--- src/rtl/key_event_encoder.sv ---
// key_event_encoder
//   Watches eight control levels and turns each press/release change into a
//   key event byte {press, 4'b0000, key[2:0]}. Each byte is sent as a UART 8N1
//   frame (LSB first, idle high). The same event is also shown on a parallel
//   strobe interface so it can be looped back into the decoder.
//
// Ports
//   clk          system clock, all state on the rising edge
//   rst          asynchronous active-high reset
//   controls_in  raw levels, bit i = key i held
//   tx           UART serial output
//   busy         high from START through STOP
//   ev_strobe    one-cycle pulse when an event is committed
//   ev_key_val   key index of the last committed event
//   ev_press     1 = press, 0 = release, of the last committed event
module key_event_encoder #(
   parameter int CLKS_PER_BIT = 868,
   parameter int SYNC_STAGES  = 2
) (
   input  logic       clk,
   input  logic       rst,
   input  logic [7:0] controls_in,
   output logic       tx,
   output logic       busy,
   output logic       ev_strobe,
   output logic [2:0] ev_key_val,
   output logic       ev_press
);

   localparam int BW = (CLKS_PER_BIT > 2) ? $clog2(CLKS_PER_BIT) : 1;
   localparam logic [BW-1:0] BAUD_LAST = BW'(CLKS_PER_BIT - 1);

   typedef enum logic [1:0] {IDLE, START, DATA, STOP} state_t;

   state_t                      state_q, state_d;
   logic [SYNC_STAGES-1:0][7:0] sync_q;
   logic [7:0]                  last_q, last_d;
   logic [7:0]                  byte_q, byte_d;
   logic [BW-1:0]               baud_q, baud_d;
   logic [2:0]                  bit_q, bit_d;
   logic                        tx_q, tx_d;
   logic                        busy_q, busy_d;
   logic                        strobe_q, strobe_d;
   logic [2:0]                  key_q, key_d;
   logic                        press_q, press_d;

   logic [7:0] sync;
   logic [7:0] diff;
   logic [2:0] sel;
   logic       baud_end;

   assign sync     = sync_q[SYNC_STAGES-1];
   // Compared against what was last reported, not the previous sample, so
   // toggles that come and go during a frame collapse to nothing.
   assign diff     = sync ^ last_q;
   assign baud_end = (baud_q == BAUD_LAST);

   // Lowest set index wins.
   always_comb begin
      sel = 3'd0;
      for (int i = 7; i >= 0; i--)
         if (diff[i]) sel = 3'(i);
   end

   always_ff @(posedge clk or posedge rst) begin
      if (rst) begin
         sync_q <= '0;
      end else begin
         sync_q[0] <= controls_in;
         for (int s = 1; s < SYNC_STAGES; s++)
            sync_q[s] <= sync_q[s-1];
      end
   end

   always_ff @(posedge clk or posedge rst) begin
      if (rst) begin
         state_q  <= IDLE;
         last_q   <= 8'h00;
         byte_q   <= 8'h00;
         baud_q   <= '0;
         bit_q    <= 3'd0;
         tx_q     <= 1'b1;
         busy_q   <= 1'b0;
         strobe_q <= 1'b0;
         key_q    <= 3'd0;
         press_q  <= 1'b0;
      end else begin
         state_q  <= state_d;
         last_q   <= last_d;
         byte_q   <= byte_d;
         baud_q   <= baud_d;
         bit_q    <= bit_d;
         tx_q     <= tx_d;
         busy_q   <= busy_d;
         strobe_q <= strobe_d;
         key_q    <= key_d;
         press_q  <= press_d;
      end
   end

   always_comb begin
      state_d  = state_q;
      last_d   = last_q;
      byte_d   = byte_q;
      baud_d   = baud_q;
      bit_d    = bit_q;
      tx_d     = tx_q;
      busy_d   = busy_q;
      strobe_d = 1'b0;
      key_d    = key_q;
      press_d  = press_q;
      unique case (state_q)
         IDLE: begin
            tx_d   = 1'b1;
            busy_d = 1'b0;
            if (diff != 8'h00) begin
               // last_sent updates now so changes during the frame are
               // judged against the value being transmitted.
               last_d[sel] = sync[sel];
               byte_d      = {sync[sel], 4'b0000, sel};
               key_d       = sel;
               press_d     = sync[sel];
               strobe_d    = 1'b1;
               state_d     = START;
               tx_d        = 1'b0;
               busy_d      = 1'b1;
               baud_d      = '0;
            end
         end
         START: begin
            if (baud_end) begin
               baud_d  = '0;
               bit_d   = 3'd0;
               tx_d    = byte_q[0];
               state_d = DATA;
            end else begin
               baud_d = baud_q + 1'b1;
            end
         end
         DATA: begin
            if (baud_end) begin
               baud_d = '0;
               if (bit_q == 3'd7) begin
                  tx_d    = 1'b1;
                  state_d = STOP;
               end else begin
                  bit_d = bit_q + 3'd1;
                  tx_d  = byte_q[bit_q + 3'd1];
               end
            end else begin
               baud_d = baud_q + 1'b1;
            end
         end
         STOP: begin
            if (baud_end) begin
               baud_d  = '0;
               busy_d  = 1'b0;
               state_d = IDLE;
            end else begin
               baud_d = baud_q + 1'b1;
            end
         end
         default: state_d = IDLE;
      endcase
   end

   assign tx         = tx_q;
   assign busy       = busy_q;
   assign ev_strobe  = strobe_q;
   assign ev_key_val = key_q;
   assign ev_press   = press_q;

endmodule

--- config.mk ---
export PLATFORM = sky130hd
export DESIGN_NAME = key_event_encoder
export DESIGN_NICKNAME = d
export VERILOG_FILES = /design/src/rtl/key_event_encoder.sv
export SDC_FILE = /design/constraint.sdc
export NUM_CORES = 1
export LEC_CHECK = 0
export ABC_AREA = 1
export BUFFER_PORTS_ARGS = -buffer_cell sky130_fd_sc_hd__buf_4
export CORE_ASPECT_RATIO = 1.5
export CORE_MARGIN = 4
export CORE_UTILIZATION = 45
export DETAILED_ROUTE_END_ITERATION = 10
export PLACE_DENSITY = 0.73
export SYNTH_ARGS = -nofsm -noshare
export SYNTH_HDL_FRONTEND = slang
export SYNTH_SLANG_ARGS = --single-unit
--- constraint.sdc ---
create_clock -name clk -period 2.3 [get_ports clk]
set_input_delay 0.46 -clock clk [delete_from_list [all_inputs] [get_ports clk]]
set_output_delay 0.46 -clock clk [all_outputs]
set_load 0.02 [all_outputs]
; Yosys cells after proc, flatten, opt, wreduce, memory -nomap -nowiden
; Index checks and enable logic that the tools add are counted.
[op_classes]
reduce_logical = 12
mux = 37
n_lt_le_gt_ge = 3
shift = 0
mul = 0
eq_ne = 11
n_bitwise = 1
n_addsub = 2
n_div = 0
[op_table]
columns = op, n
row1 = $mux 3, 11
row2 = $mux 10, 2
row3 = $pmux 10 s2, 1
row4 = $ne 2x2->1 const B, 6
row5 = $add 10x1->10 const B, 1
row6 = $eq 10x10->1 const B, 1
row7 = $mux 1, 10
row8 = $mux 2, 5
row9 = $bwmux 8, 1
row10 = $lt 3x4->1 const B, 2
row11 = $pmux 2 s4, 1
row12 = $reduce_bool 8->1, 1
row13 = $xor 8x8->8, 1
row14 = $bmux 1 s3, 2
row15 = $pmux 3 s2, 1
row16 = $reduce_and 5->1, 1
row17 = $eq 2x2->1 const B, 2
row18 = $reduce_and 2->1, 2
row19 = $reduce_and 4->1, 1
row20 = $reduce_bool 2->1, 2
row21 = $add 3x1->3 const B, 1
row22 = $demux 1 s3, 1
row23 = $eq 3x3->1 const B, 1
row24 = $ge 3x1->1 const B, 1
row25 = 8 further kinds, 8
[word_totals]
latch_bits = 0
mem_count = 0
output_inout_bits = 7
ramBits = 0
romBits = 0
register_bits = 50
word_cells = 78

; Depth between registers and ports, before layout
; Gate-level depths: netlist (run 1).
[logic_depth]
ltp_word = 14
depth_mapped = 16

; Worst setup path after synthesis (run 1)
; OpenSTA, ideal clock, no wires.
[synth_timing]
path_kind = reg-to-reg
start = register last_q[0]
end = register baud_q[2]
arrival_ns = 1.527
slack_ns = 0.654
path_buffers = 2
setup_ns = 0.119
path_stages_with_launch = 11
path_cell_list = dfrtp_1 > xnor2_2 > nand2_2 > nor2_4 > inv_2 > nor2_4 > nand2_2 > buf_6 > buf_6 > a21oi_2 > a21oi_2
[synth_between]
elab_chain_cells = 3
[synth_rtl]
columns = element, line_no
row1 = from (decl), 37  ; logic [7:0] last_q, last_d;
row2 = from (signal assigned), 89  ; last_q <= last_d;
row3 = $xor 8x8->8, 55  ; assign diff = sync ^ last_q;
row4 = $reduce_bool 8->1, 116  ; if (diff != 8'h00) begin
row5 = $ne 2x2->1 (no source line), --
row6 = to (signal assigned), 91  ; baud_q <= baud_d;
row7 = to (decl), 39  ; logic [BW-1:0] baud_q, baud_d;
; Every way passes these cells.
; A chain may end at the register's enable or synchronous reset.

; Worst setup path after layout (run 1)
[layout_timing]
start = register last_q[0]
end = register state_q[0]
[layout_between]
elab_chain_cells = 4
[layout_rtl]
columns = element, line_no
row1 = $xor 8x8->8, 55
row2 = $reduce_bool 8->1, 116
row3 = $ne 2x2->1 (no source line), --
row4 = $reduce_and 5->1 (no source line), --
row5 = to (signal assigned), 88  ; state_q <= state_d;
row6 = to (decl), 35  ; state_t state_q, state_d;
; Every way passes these cells.

==> results of run 1 <==
## per-layer routing
layer  track usage, %  up-vias
met4            7.797        0
met5                0        -
met1            18.45      831
met3            2.804        7
li1                 -      912
met2            25.91       50
## path summary, 6_finish.rpt
kind	start	to	slack [ps]	cells past startpoint
max reg2reg	last_q[0]	state_q[0]	340	10
min reg2reg	sync_q[6]	sync[6]	360	0
max	last_q[0]	state_q[0]	340	10
max in group asynchronous	rst	bit_q[1]	1420	3
min	rst	sync_q[1]	250	2
min in group clk	controls_in[2]	sync_q[2]	250	1
## state kept, by name, summed over array words and instances, names as in the netlist
name        count
bit_q           3
state_q         2
ev_strobe       1
ev_key_val      2
tx              1
sync_q          8
last_q          8
byte_q          1
sync            8
baud_q         10
busy            1
ev_press        1
## kinds of logic after synthesis
| group | after synthesis | synth area share [%] |
|---|---|---|
| simple gates | 112 | 22.96 |
| compound gates | 51 | 11.75 |
| buf+inv | 48 | 8.691 |
| fa+ha+maj | 8 | 4.292 |
| xor+xnor | 6 | 2.897 |
| flops | 46 | 49.41 |
## cells in the mapped netlist, types with 2 or more instances
cell type	n	area [um^2]
xnor2_2	2	32.53
nor2_1	15	56.30
nand2_1	57	214.0
nor3_2	3	30.03
nor2_4	2	22.52
nand4_1	3	18.77
o21ai_0	20	100.1
nand2_2	5	31.28
o21ai_1	12	60.06
buf_6	3	33.78
a31oi_1	2	12.51
inv_2	3	11.26
xnor2_1	4	35.03
and3_1	2	12.51
ha_1	8	100.1
nand3_2	2	20.02
nor2_2	2	12.51
nand3_1	16	80.08
inv_1	41	153.9
a21oi_1	12	60.06
a21oi_2	2	17.52
dfrtp_1	45	1126
## power breakdown
part	switching, uW	total [uW]	internal [uW]
registers	117	1100	981
clock network	306	532	226
logic	829	1260	427
total	1250	2890	1630
## layout make-up
cell class	instances	area, um^2
Sequential cell	46	1152
Fill cell	479	2322
Clock inverter	3	26.28
Timing Repair Buffer	17	127.6
Inverter	45	168.9
Multi-Input combinational cell	177	977.2
Clock buffer	5	68.82
Tap cell	66	82.58
## layout by cell type, fill, tap and decap left out, types with 4 or more instances in the layout
cell type  count
nand2_1       57
dfrtp_1       45
inv_1         40
o21ai_0       20
buf_4         17
nand3_1       16
nor2_1        15
a21oi_1       12
o21ai_1       12
ha_1           8
nand2_2        5
clkbuf_8       5
xnor2_1        4
inv_2          4
## metrics by stage
stage	total power [uW]	worst slack [ps]	util (%)	std cells
final	2887	335.6	52.86	359
after global routing	3135	130.4	52.86	359
after CTS	2915	329.0	52.86	359
after detailed placement	2374	361.6	50.93	351
after global placement	2341	448.7	50.93	351
after floorplan	2053	654.2	-	271
==> out/results.txt, run 1 <==
CTS buffer count: 5
max-capacitance violation count: 0
number of DRC markers after the initial detailed-route iteration: 49
clock period minus final worst setup slack: 1964 ps
DRC Markers: 0
largest driver fanout on the critical path: 20
WL/cell: 11.84 um
wire length of the first global-routing pass: 7.465 mm
highest achievable clock rate: 509.1 MHz
Worst Tran Pin Value: 692.0 ps
first-pass iteration count of the detailed router: 5
max incr delay on CP: 420 ps
Gate Count Post-Synth: 271
WL met2: 2.107 mm
number of global-route vias before repair: 1,743
wire length reported by the detailed router: 4.250 mm
post-synth cell types: 32
Avg Cell Area, Syn: 8.606 um^2
Cell Area, Synth: 0.002332 mm^2
number of slew-limit violations in the final report: 0
CTS Sinks: 46
Final Skew: 7.299 ps
Area Overhead vs Synth: 11.64%
Antenna diodes: 0
area of the placeable core: 0.004926 mm^2
global-route usage over all layers: 15.35%
vertical extent of the die: 96.17 um
Setup Buffers After CTS: 0
NumNets Final: 310
initial antenna violation count: 0
top cell family by delay on the critical path: simple AND/OR/NAND/NOR gates
Setup crit start kind: flip-flop
Reg clk slew, reported paths: 90 ps
number of placement rows: 31
proportion of synthesized chip area in sequential cells: 49.41%
buffers added on ports: 16
TritonCTS clock tree: done
Buffers & Inverters on Critical Path: 1
setup total negative slack: 0 ps
endpoint arrival time on the critical path: 2150 ps
Critical Setup Path Class: reg2reg
H-tree depth reported by CTS: 2
Cell Chain, Critical Path: xnor2_2 > nand2_2 > nor2_4 > inv_2 > nor2_4 > nand2_2 > nand3_1 > nor3_2 > o21ai_0 > o21ai_0
category of the worst setup path capture point: flip-flop
hpwl dp: 3.125 mm
unrepaired setup endpoints after global routing: no
final hold vios: 0
via total after detailed routing: 1,800
status: finished clean
cell with the largest stage delay on the worst path: dfrtp_1
fraction of synthesis flops using an asynchronous set or reset pin: 100.0%
Clock Tree Buf Depth: 2
die width: 66.78 um
top layer reached by signal wires: met4
count of boundary I/O pins: 17
number of synthesized flops with an enable pin: 0
final weighted congestion in routability-driven placement: 0.8620
yosys synthesis warning count: 0
insertion delay to the later sink of the worst-skew pair: 310 ps
# resized after CTS: 0
syn_nets: 289
static leakage power: 0.001292 uW
hold slack: 251.3 ps
total met3 wirelength after detailed routing: 184 um
via/cell ratio: 5.014
hold-fix buffers at CTS: 0
FF+latch count, synth: 46
post-route ant nets: 0
die footprint: 0.006422 mm^2
worst endpoint required time: 2490 ps
Final Instance Area: 0.002604 mm^2
maximum number of pins on one net before global-route repair: 36
power per cell area: 1109 mW/mm^2
final-report setup violation count: 0
global-route congestion overflow total: 0
maximum ir drop on the vdd rail: 0.5030 mV
layout cell share with drive strength beyond 1: 16.72%
Final Cycle Share: 85.41%
Initial Util: 47.35%
Rel. slew slack: 53.80%
placed inst area: 0.002509 mm^2
detailed-routing wirelength on met1: 1.848 mm
Main synth FF type: dfrtp_1
root buffer cell: clkbuf_8
type of the most critical hold path: in2async
(Power assumes the default switching activity.)
==> inputs of run 2 (changes only) <==
- GPL_TIMING_DRIVEN: not set -> 0
- SLEW_MARGIN: not set -> 25
==> run 2 against run 1 <==
Final cell count grew 0.84%. Final area grew 2.3%. Global-route usage shrank 0.76 points. Sequential share of layout area shrank 1.0 points. Critical path depth shrank 1. Die area is the same. Clock skew shrank 2.0 ps. Total power grew 2.0%. Worst hold slack lost 110 ps. Maximum frequency grew 7.9%. Non-clock buffer count grew 3. First-iteration DRC count shrank 4.1%. Critical endpoint is now last_q[1]. Largest cell class unchanged. Largest power group unchanged.
==> out/results.txt, run 2 (synthesized netlist as in run 1, its figures left out) <==
die width: 66.78 um (unchanged)
final weighted congestion in routability-driven placement: 0.8165 (was 0.8620)
Final Skew: 5.321 ps (was 7.299 ps)
static leakage power: 0.001323 uW (was 0.001292 uW)
WL/cell: 11.25 um (was 11.84 um)
initial antenna violation count: 0 (unchanged)
CTS Sinks: 46 (unchanged)
Area Overhead vs Synth: 14.22% (was 11.64%)
maximum number of pins on one net before global-route repair: 32 (was 36)
number of global-route vias before repair: 1,692 (was 1,743)
Critical Setup Path Class: reg2reg (unchanged)
final hold vios: 0 (unchanged)
number of DRC markers after the initial detailed-route iteration: 47 (was 49)
commonest non-fill, non-tap cell in the layout: nand2_1 (unchanged)
via/cell ratio: 4.901 (was 5.014)
Setup Buffers After CTS: 0 (unchanged)
type of the most critical hold path: in2async (unchanged)
highest achievable clock rate: 549.3 MHz (was 509.1 MHz)
post-route ant nets: 0 (unchanged)
Most flops, register: baud_q (unchanged)
category of the worst setup path capture point: flip-flop (unchanged)
via total after detailed routing: 1,774 (was 1,800)
root buffer cell: clkbuf_8 (unchanged)
endpoint arrival time on the critical path: 2050 ps (was 2150 ps)
hpwl dp: 3.108 mm (was 3.125 mm)
DRC Markers: 0 (unchanged)
global-route congestion overflow total: 0 (unchanged)
first-pass iteration count of the detailed router: 5 (unchanged)
global-route usage over all layers: 14.59% (was 15.35%)
max-capacitance violation count: 0 (unchanged)
Reg clk slew, reported paths: 80 ps (was 90 ps)
insertion delay to the later sink of the worst-skew pair: 290 ps (was 310 ps)
final-report setup violation count: 0 (unchanged)
hold-fix buffers at CTS: 0 (unchanged)
CTS buffer count: 5 (unchanged)
maximum ir drop on the vdd rail: 0.5173 mV (was 0.5030 mV)
power per cell area: 1106 mW/mm^2 (was 1109 mW/mm^2)
Final Cycle Share: 79.15% (was 85.41%)
largest driver fanout on the critical path: 9 (was 20)
utilization after layout: 54.08% (was 52.86%)
Filler Cell Count: 461 (was 479)
most used cells in the layout excluding fill and tap cells: nand2_1, dfrtp_1, inv_1 (unchanged)
H-tree depth reported by CTS: 2 (unchanged)
Antenna diodes: 0 (unchanged)
TritonCTS clock tree: done (unchanged)
vertical extent of the die: 96.17 um (unchanged)
count of boundary I/O pins: 17 (unchanged)
layout cell share with drive strength beyond 1: 17.57% (was 16.72%)
buffers added on ports: 16 (unchanged)
Rel. slew slack: 75.14% (was 53.80%)
wire length reported by the detailed router: 4.073 mm (was 4.250 mm)
worst endpoint required time: 2530 ps (was 2490 ps)
die footprint: 0.006422 mm^2 (unchanged)
status: finished clean (unchanged)
Largest register FFs: 10 (unchanged)
Worst Tran Pin Value: 372.4 ps (was 692.0 ps)
Initial Util: 47.35% (unchanged)
unrepaired setup endpoints after global routing: no (unchanged)
number of placement rows: 31 (unchanged)
# resized after CTS: 0 (unchanged)
NumNets Final: 313 (was 310)
clock period minus final worst setup slack: 1820 ps (was 1964 ps)
Setup crit start kind: flip-flop (unchanged)
setup total negative slack: 0 ps (unchanged)
wire length of the first global-routing pass: 7.155 mm (was 7.465 mm)
number of slew-limit violations in the final report: 0 (unchanged)
Clock Tree Buf Depth: 2 (unchanged)
area of the placeable core: 0.004926 mm^2 (unchanged)
==> run 2: final cells by class <==
class	count	area, um^2	share of cell area, %
Inverter	45	168.9	6.341
Timing Repair Buffer	17	140.1	5.261
Clock inverter	3	40.04	1.503
Clock buffer	5	68.82	2.583
Sequential cell	46	1152	43.26
Tap cell	66	82.58	3.100
Buffer	3	33.78	1.268
Multi-Input combinational cell	177	977.2	36.68
==> run 2: per-layer routing <==
| layer | global-route usage (%) | part of all wire [%] | up-vias |
|---|---|---|---|
| met5 | 0 | 0 | - |
| met4 | 6.780 | 2.2 | 0 |
| met3 | 2.570 | 3.3 | 9 |
| met2 | 26.08 | 52 | 29 |
| met1 | 16.58 | 43 | 823 |
| li1 | - | - | 913 |
==> run 2: final timing paths <==
path | slack (ps) | end | cells past startpoint | from
max | 480 | last_q[1] | 9 | last_q[0]
min | 140 | sync[2] | 2 | rst
max reg2reg | 480 | last_q[1] | 9 | last_q[0]
min reg2reg | 350 | sync[2] | 0 | sync_q[2]
max in group asynchronous | 1610 | tx | 3 | rst
min in group clk | 270 | sync_q[2] | 1 | controls_in[2]
==> run 2: through the flow <==
step           cell area (um^2)  cells  setup WS (ps)  total power, uW  hold slack [ps]
3_5_place_dp               2555    354          487.5             2389            335.6
3_3_place_gp               2535    353          167.2             2361            332.8
5_1_grt                    2664    362          259.3             3212            152.6
2_1_floorplan              2332    271          654.2             2053            331.2
6_report                   2664    362          479.7             2946            139.5
4_1_cts                    2664    362          462.0             2994            141.3
==> run 2: report_power, final <==
| group | switching, uW | internal, uW |
|---|---|---|
| Clock | 259 | 320 |
| Combinational | 816 | 452 |
| Sequential | 118 | 981 |
==> run 2: worst max-delay path, stage by stage (launching register included) <==
cell and delay (ps):
dfrtp_1 410, xnor2_2 320, nand2_2 130, nor2_4 150
nand2_1 120, nor2_1 160, nand3_1 120, nand2_2 190
o21ai_1 100, nand2_1 70
